==> config.mk <==
export PLATFORM = sky130hd
export DESIGN_NAME = bp_fe_cmd_sequencer
export DESIGN_NICKNAME = d
export VERILOG_FILES = /design/src/rtl/bp_fe_pkg.sv /design/src/rtl/bsg_counter_set_down.sv /design/src/rtl/bsg_dff_reset_en.sv /design/src/rtl/bp_fe_cmd_sequencer.sv
export SDC_FILE = /design/constraint.sdc
export NUM_CORES = 1
export LEC_CHECK = 0
export ABC_CLOCK_PERIOD_IN_PS = 4200
export BUFFER_PORTS_ARGS = -buffer_cell sky130_fd_sc_hd__buf_2
export CORE_MARGIN = 3
export CORE_UTILIZATION = 45
export DETAILED_ROUTE_END_ITERATION = 10
export GPL_TIMING_DRIVEN = 0
export HOLD_SLACK_MARGIN = 0.03
export PLACE_DENSITY = 0.8
export SLEW_MARGIN = 25
export SYNTH_ARGS = -nofsm -noshare
export SYNTH_HDL_FRONTEND = slang
export SYNTH_SLANG_ARGS = --single-unit
==> constraint.sdc <==
create_clock -name clk_i -period 4.2 [get_ports clk_i]
set_input_delay 0.21 -clock clk_i [delete_from_list [all_inputs] [get_ports clk_i]]
set_output_delay 0.21 -clock clk_i [all_outputs]
set_load 0.03 [all_outputs]
==> src/rtl/bp_fe_pkg.sv <==
// rtl/bp_fe_pkg.sv - FE shared types: command queue opcodes and command sequencer state
//
// Purpose: types shared by the front-end command path.
//   bp_fe_command_queue_opcodes_e : 3-bit BE->FE command opcode encoding
//   bp_fe_cmd_seq_state_e         : 2-bit command sequencer FSM state
//   is_fence_op()                 : true for opcodes that need the I$/ITLB fence handshake
package bp_fe_pkg;

    typedef enum logic [2:0] {
        e_op_state_reset         = 3'd0,
        e_op_pc_redirection      = 3'd1,
        e_op_icache_fill_response = 3'd2,
        e_op_icache_fence        = 3'd3,
        e_op_itlb_fill_response  = 3'd4,
        e_op_itlb_fence          = 3'd5,
        e_op_attaboy             = 3'd6,
        e_op_wait                = 3'd7
    } bp_fe_command_queue_opcodes_e;

    typedef enum logic [1:0] {
        e_idle       = 2'd0,
        e_fence_req  = 2'd1,
        e_fence_wait = 2'd2,
        e_send       = 2'd3
    } bp_fe_cmd_seq_state_e;

    function automatic logic is_fence_op(input logic [2:0] op);
        return (op == e_op_icache_fence) || (op == e_op_itlb_fence);
    endfunction

endpackage

==> src/rtl/bsg_counter_set_down.sv <==
// rtl/bsg_counter_set_down.sv - loadable down-counter with asynchronous active-high reset
//
// Purpose: loads val_i on set_i, otherwise decrements by one on down_i. Set wins over down.
// The caller is responsible for not asserting down_i at zero.
// Ports:
//   clk_i, reset_i : clock, async active-high reset (count -> 0)
//   set_i, val_i   : load request and load value
//   down_i         : decrement request
//   count_r_o      : current count
module bsg_counter_set_down #(
    parameter int width_p = 1
) (
    input  logic               clk_i,
    input  logic               reset_i,
    input  logic               set_i,
    input  logic [width_p-1:0] val_i,
    input  logic               down_i,
    output logic [width_p-1:0] count_r_o
);

    localparam logic [width_p-1:0] one_lp = width_p'(1);

    always_ff @(posedge clk_i or posedge reset_i) begin
        if (reset_i) begin
            count_r_o <= '0;
        end else if (set_i) begin
            count_r_o <= val_i;
        end else if (down_i) begin
            count_r_o <= count_r_o - one_lp;
        end
    end

endmodule

==> src/rtl/bsg_dff_reset_en.sv <==
// rtl/bsg_dff_reset_en.sv - enabled register with asynchronous active-high reset to zero
//
// Purpose: width_p-bit register, loads data_i when en_i, clears asynchronously on reset_i.
// Ports:
//   clk_i, reset_i : clock, async active-high reset
//   en_i           : load enable
//   data_i         : next value
//   data_o         : registered value
module bsg_dff_reset_en #(
    parameter int width_p = 1
) (
    input  logic               clk_i,
    input  logic               reset_i,
    input  logic               en_i,
    input  logic [width_p-1:0] data_i,
    output logic [width_p-1:0] data_o
);

    always_ff @(posedge clk_i or posedge reset_i) begin
        if (reset_i) begin
            data_o <= '0;
        end else if (en_i) begin
            data_o <= data_i;
        end
    end

endmodule

==> src/rtl/bp_fe_cmd_sequencer.sv <==
// rtl/bp_fe_cmd_sequencer.sv - FE command sequencer between BE->FE command queue and PC generator
//
// Purpose: accepts one FE command at a time, runs fence commands through the I$/ITLB
// fence handshake, then presents every command to the PC generator as a one-cycle pulse.
// After any non-attaboy command a drain window of drain_cycles_p idle cycles is enforced.
// Ports:
//   clk_i, reset_i          : clock, async active-high reset
//   fe_cmd_*_i, fe_cmd_v_i  : incoming command and valid
//   fe_cmd_yumi_o           : command consumed this cycle
//   pcg_cmd_*_o             : registered command to the PC generator (held between pulses)
//   pcg_cmd_v_o             : one-cycle command pulse
//   fence_req_v_o/itlb_o    : fence request and type (1 = ITLB, 0 = I$)
//   fence_req_yumi_i        : fence request accepted
//   fence_done_i            : fence complete pulse
//   busy_o                  : FSM not idle or drain window active
module bp_fe_cmd_sequencer
    import bp_fe_pkg::*;
#(
    parameter int vaddr_width_p    = 39,
    parameter int operands_width_p = 64,
    parameter int drain_cycles_p   = 2
) (
    input  logic                        clk_i,
    input  logic                        reset_i,
    input  logic [2:0]                  fe_cmd_opcode_i,
    input  logic [vaddr_width_p-1:0]    fe_cmd_vaddr_i,
    input  logic [operands_width_p-1:0] fe_cmd_operands_i,
    input  logic                        fe_cmd_v_i,
    output logic                        fe_cmd_yumi_o,
    output logic [2:0]                  pcg_cmd_opcode_o,
    output logic [vaddr_width_p-1:0]    pcg_cmd_vaddr_o,
    output logic [operands_width_p-1:0] pcg_cmd_operands_o,
    output logic                        pcg_cmd_v_o,
    output logic                        fence_req_v_o,
    output logic                        fence_req_itlb_o,
    input  logic                        fence_req_yumi_i,
    input  logic                        fence_done_i,
    output logic                        busy_o
);

    localparam int drain_width_lp = (drain_cycles_p < 1) ? 1 : $clog2(drain_cycles_p + 1);
    localparam int cmd_width_lp   = 3 + vaddr_width_p + operands_width_p;
    localparam logic [drain_width_lp-1:0] drain_load_lp = drain_width_lp'(drain_cycles_p);

    bp_fe_cmd_seq_state_e state_r, state_n;

    logic [drain_width_lp-1:0] drain_count;
    logic                      drain_set;
    logic                      drain_active;
    logic                      cmd_yumi;

    logic [cmd_width_lp-1:0]     cmd_r;
    logic [2:0]                  cmd_opcode_r;
    logic [vaddr_width_p-1:0]    cmd_vaddr_r;
    logic [operands_width_p-1:0] cmd_operands_r;

    assign drain_active = (drain_count != '0);

    // Reset is folded in so a command held valid during reset is not consumed
    // while the command register is being cleared.
    assign cmd_yumi      = fe_cmd_v_i & (state_r == e_idle) & ~drain_active & ~reset_i;
    assign fe_cmd_yumi_o = cmd_yumi;

    bsg_dff_reset_en #(
        .width_p (cmd_width_lp)
    ) cmd_reg (
        .clk_i   (clk_i),
        .reset_i (reset_i),
        .en_i    (cmd_yumi),
        .data_i  ({fe_cmd_opcode_i, fe_cmd_vaddr_i, fe_cmd_operands_i}),
        .data_o  (cmd_r)
    );

    assign {cmd_opcode_r, cmd_vaddr_r, cmd_operands_r} = cmd_r;

    // Loaded on the send cycle, so the first drain cycle is the cycle right after the pulse.
    bsg_counter_set_down #(
        .width_p (drain_width_lp)
    ) drain_counter (
        .clk_i     (clk_i),
        .reset_i   (reset_i),
        .set_i     (drain_set),
        .val_i     (drain_load_lp),
        .down_i    (drain_active),
        .count_r_o (drain_count)
    );

    always_ff @(posedge clk_i or posedge reset_i) begin
        if (reset_i) begin
            state_r <= e_idle;
        end else begin
            state_r <= state_n;
        end
    end

    always_comb begin
        state_n          = state_r;
        fence_req_v_o    = 1'b0;
        fence_req_itlb_o = 1'b0;
        pcg_cmd_v_o      = 1'b0;
        drain_set        = 1'b0;

        case (state_r)
            e_idle: begin
                if (cmd_yumi) begin
                    state_n = is_fence_op(fe_cmd_opcode_i) ? e_fence_req : e_send;
                end
            end
            e_fence_req: begin
                fence_req_v_o    = 1'b1;
                fence_req_itlb_o = (cmd_opcode_r == e_op_itlb_fence);
                // A controller may accept and finish in the same cycle; skip the wait state then.
                if (fence_req_yumi_i) begin
                    state_n = fence_done_i ? e_send : e_fence_wait;
                end
            end
            e_fence_wait: begin
                if (fence_done_i) begin
                    state_n = e_send;
                end
            end
            e_send: begin
                pcg_cmd_v_o = 1'b1;
                drain_set   = (cmd_opcode_r != e_op_attaboy);
                state_n     = e_idle;
            end
            default: begin
                state_n = e_idle;
            end
        endcase
    end

    assign pcg_cmd_opcode_o   = cmd_opcode_r;
    assign pcg_cmd_vaddr_o    = cmd_vaddr_r;
    assign pcg_cmd_operands_o = cmd_operands_r;

    assign busy_o = (state_r != e_idle) | drain_active;

endmodule
==> flow_results.xml <==
<?xml version="1.0" encoding="UTF-8"?>
<metrics>
  <group name="finish">
    <metric name="final_common_cell" unit="">buf_2</metric>
    <metric name="post_layout_nonfiller_instances" unit="">605</metric>
    <metric name="area.growth.synth_to_final" unit="%">35.15</metric>
    <metric name="fin_nets" unit="">610</metric>
    <metric name="diodes" unit="">0</metric>
    <metric name="post_route_cells_drive_above_1_share" unit="%">71.23</metric>
    <metric name="layout.cells.most_common_list" unit="">buf_2 (233), dfrtp_1 (110), mux2_2 (106), clkbuf_8 (9), inv_1 (7)</metric>
    <metric name="fillerInstances" unit="">709</metric>
  </group>
  <group name="placed_design">
    <metric name="dp_cells" unit="">589</metric>
    <metric name="detailed_place_hpwl" unit="mm">7.203</metric>
    <metric name="gpl.final_weighted_congestion" unit="">0.7465</metric>
    <metric name="portBuffers" unit="">221</metric>
  </group>
  <group name="run">
    <metric name="timing.max_cap.violations" unit="">0</metric>
  </group>
  <group name="power">
    <metric name="total_power" unit="mW">4.606</metric>
    <metric name="cell_area_power_density" unit="nW/um2">805.2</metric>
    <metric name="total_leakage_power" unit="nW">3.230</metric>
    <metric name="peak_vdd_ir" unit="V">0.0004429</metric>
  </group>
  <group name="clock_tree">
    <metric name="clk-insertion-delay-late" unit="ns">0.35</metric>
    <metric name="tritoncts" unit="">built</metric>
    <metric name="cts_inserted_buffers" unit="">9</metric>
    <metric name="ctsLongestPathBuffers" unit="">2</metric>
    <metric name="post_cts.repair.setup_buffers" unit="">0</metric>
    <metric name="clock_sink_count" unit="">110</metric>
    <metric name="clock_tree.root_cell" unit="">clkbuf_8</metric>
    <metric name="htreeDepth" unit="">3</metric>
    <metric name="clkTransAtPathRegs" unit="ns">0.10</metric>
  </group>
  <group name="detailed_routing">
    <metric name="detailedRoute.firstPassIterationCount" unit="">4</metric>
    <metric name="detailroute.via_count" unit="">2939</metric>
    <metric name="detail_route.drc_violations" unit="">0</metric>
    <metric name="wl_per_cell" unit="um">15.06</metric>
    <metric name="vias_per_inst" unit="">4.858</metric>
    <metric name="routed_wirelength" unit="mm">9.109</metric>
    <metric name="ant_nets" unit="">0</metric>
    <metric name="initialDrtViolationCount" unit="">30</metric>
  </group>
  <group name="die">
    <metric name="floorplan.initialDensity" unit="%">47.38</metric>
    <metric name="die_h" unit="um">103.0</metric>
    <metric name="placement_rows" unit="">34</metric>
    <metric name="floorplan.die_area" unit="um2">10610</metric>
    <metric name="core_region_area" unit="um2">8934</metric>
    <metric name="dieWidth" unit="um">103.0</metric>
    <metric name="pin_count" unit="">222</metric>
  </group>
  <group name="run_status">
    <metric name="run_status" unit="">finished, final reports clean</metric>
  </group>
  <group name="critical_path">
    <metric name="crit_fanout" unit="">10</metric>
    <metric name="setup.reg_to_reg.worst_slack" unit="ns">2.09</metric>
    <metric name="crit_type" unit="">flop to output port</metric>
    <metric name="critPathRequiredTime" unit="ns">3.99</metric>
    <metric name="worst_setup_path_start_kind" unit="">flop</metric>
    <metric name="cp.arrival" unit="ns">2.20</metric>
    <metric name="worstSetupEndpointType" unit="">output port</metric>
  </group>
  <group name="sta">
    <metric name="timing_worst_slew_pin_value" unit="ns">0.4900</metric>
    <metric name="fin_setup_tns" unit="ns">0</metric>
    <metric name="timing_hold_violations_final" unit="">0</metric>
    <metric name="timing.clock.skew" unit="ns">0.01145</metric>
    <metric name="final-setup-viol-count" unit="">0</metric>
    <metric name="max_clock_freq" unit="MHz">414.1</metric>
    <metric name="final_period_minus_worst_setup_slack" unit="ns">2.415</metric>
    <metric name="post_route_clock_period_utilization" unit="%">57.50</metric>
    <metric name="slew_viol_final" unit="">0</metric>
    <metric name="rsz0062_at_grt" unit="">false</metric>
    <metric name="worst_slew_margin_rel" unit="%">67.33</metric>
  </group>
  <group name="grt">
    <metric name="antenna_violations_before_repair" unit="">0</metric>
    <metric name="first_global_vias" unit="">2973</metric>
    <metric name="grt_first_pass_wirelength" unit="mm">13.81</metric>
    <metric name="grt_start_max_net_pins" unit="">57</metric>
    <metric name="globalRoute.totalOverflow" unit="">0</metric>
    <metric name="globalRouteTotalUtil" unit="%">16.63</metric>
  </group>
  <group name="synth">
    <metric name="post_synthesis_mux_area_share" unit="%">28.70</metric>
    <metric name="yosys_register_bits" unit="">110</metric>
    <metric name="distinct_cell_type_count_after_synthesis" unit="">20</metric>
    <metric name="post_synth_instance_area" unit="um2">4233</metric>
    <metric name="yosysWarnings" unit="">0</metric>
    <metric name="share_of_synthesized_cell_area_in_full_adder_half_adder_and_majority_cells" unit="%">1.774</metric>
    <metric name="synth_sequential_area_ratio" unit="%">65.03</metric>
    <metric name="synth-compound-area-share" unit="%">0.8572</metric>
    <metric name="mean_cell_area_of_the_mapped_netlist" unit="um2">16.34</metric>
    <metric name="synth_top_family_by_area" unit="">multiplexers</metric>
    <metric name="synth.net_count" unit="">376</metric>
    <metric name="synth_cells" unit="">259</metric>
    <metric name="parity_gate_share_of_the_synthesized_area_counting_xor_and_xnor_cells" unit="%">0.4138</metric>
    <metric name="yosys.area_share.simple" unit="%">1.094</metric>
  </group>
  <group name="worst_hold_path">
    <metric name="min-delay-path-class" unit="">input pin to flop</metric>
  </group>
</metrics>
[per-layer routing]
layer | track usage (%) | vias to the layer above | share of wire [%]
li1 | - | 1362 | -
met5 | 0 | - | 0
met2 | 30.59 | 121 | 54
met3 | 5.751 | 6 | 8.3
met1 | 17.80 | 1450 | 37
met4 | 5.279 | 0 | 0.90
[metrics by stage]
step | hold slack (ns) | instance area [um2] | utilization, % | setup slack [ns]
after floorplan | 0.3605 | 4233 | - | 1.088
after global placement | 0.4407 | 5474 | 61.27 | -0.02732
after detailed placement | 0.3014 | 5507 | 61.64 | 2.069
after CTS | 0.05939 | 5720 | 64.03 | 1.721
after global routing | 0.05573 | 5720 | 64.03 | 1.591
final | 0.08369 | 5720 | 64.03 | 1.785
[power breakdown]
| group | switching, mW | internal [mW] |
|---|---|---|
| clock | 0.327 | 0.333 |
| sequential | 0.231 | 1.53 |
| combinational | 1.40 | 0.777 |
[state kept, by name, summed over array words and instances (netlist names)]
register and flops:
cmd_reg.data_o 106, drain_counter.count_r_o 2, state_r 2
[final cells by class]
class | instances | area (um2) | share of cell area, %
tap | 108 | 135.1 | 2.362
buffer | 12 | 60.06 | 1.050
clock buffer | 11 | 131.4 | 2.297
clock inverter | 4 | 72.57 | 1.269
sequential | 110 | 2753 | 48.12
multi-input combinational | 129 | 1390 | 24.30
inverter | 8 | 35.03 | 0.6124
timing repair buffer | 223 | 1144 | 19.99
[cells in the mapped netlist]
master / instances / area (um2)
a222oi_1: 1 / 10.01
inv_1: 8 / 30.03
ha_1: 6 / 75.07
buf_2: 12 / 60.06
nand2_1: 3 / 11.26
xor2_1: 1 / 8.760
a31oi_1: 1 / 6.260
and3_1: 1 / 6.260
a211oi_1: 1 / 7.510
xnor2_1: 1 / 8.760
nand4b_1: 1 / 8.760
o211ai_1: 1 / 7.510
and4b_1: 1 / 10.01
mux2_2: 106 / 1194
dfrtp_1: 110 / 2753
mux2i_1: 1 / 10.01
and2_1: 1 / 6.260
o21ai_0: 1 / 5.000
mux2_1: 1 / 11.26
nor2_1: 1 / 3.750
[timing repair]
item / 4_1_cts / 5_1_grt
hold endpoints to repair: 54 / 0
hold buffers: 1 / 0
endpoints found under the setup margin: 0 / 0
gates resized for setup: 0 / 0
[logic make-up (layout without fill, tap and decap cells)]
logic type                 Yosys count  in the layout
DFF                                110            110
muxes                              108            108
buffers and inverters               20            258
and+or+nand+nor                      8              8
adders and majority gates            6              6
AOI/OAI and AO/OA                    5              5
xor gates and xnor gates             2              2
[worst max-delay path, cell delays in order, from the launching register on]
cell and delay, ns:
dfrtp_1 0.40, inv_1 0.12, ha_1 0.25, nand4b_1 0.09, buf_2 0.22, buf_2 0.27, buf_2 0.28, inv_1 0.06
buf_2 0.17
[final timing paths]
check | startpoint | depth (start not counted) | endpoint
max reg2reg | state_r[0] | 7 | cmd_reg.data_o[37]
min | fe_cmd_operands_i[45] | 2 | cmd_reg.data_o[45]
min in group asynchronous | reset_i | 3 | drain_counter.count_r_o[1]
min reg2reg | cmd_reg.data_o[66] | 1 | cmd_reg.data_o[66]
max in group asynchronous | reset_i | 4 | cmd_reg.data_o[29]
max | state_r[0] | 8 | fe_cmd_yumi_o
Power figures use the tool's default switching activity.
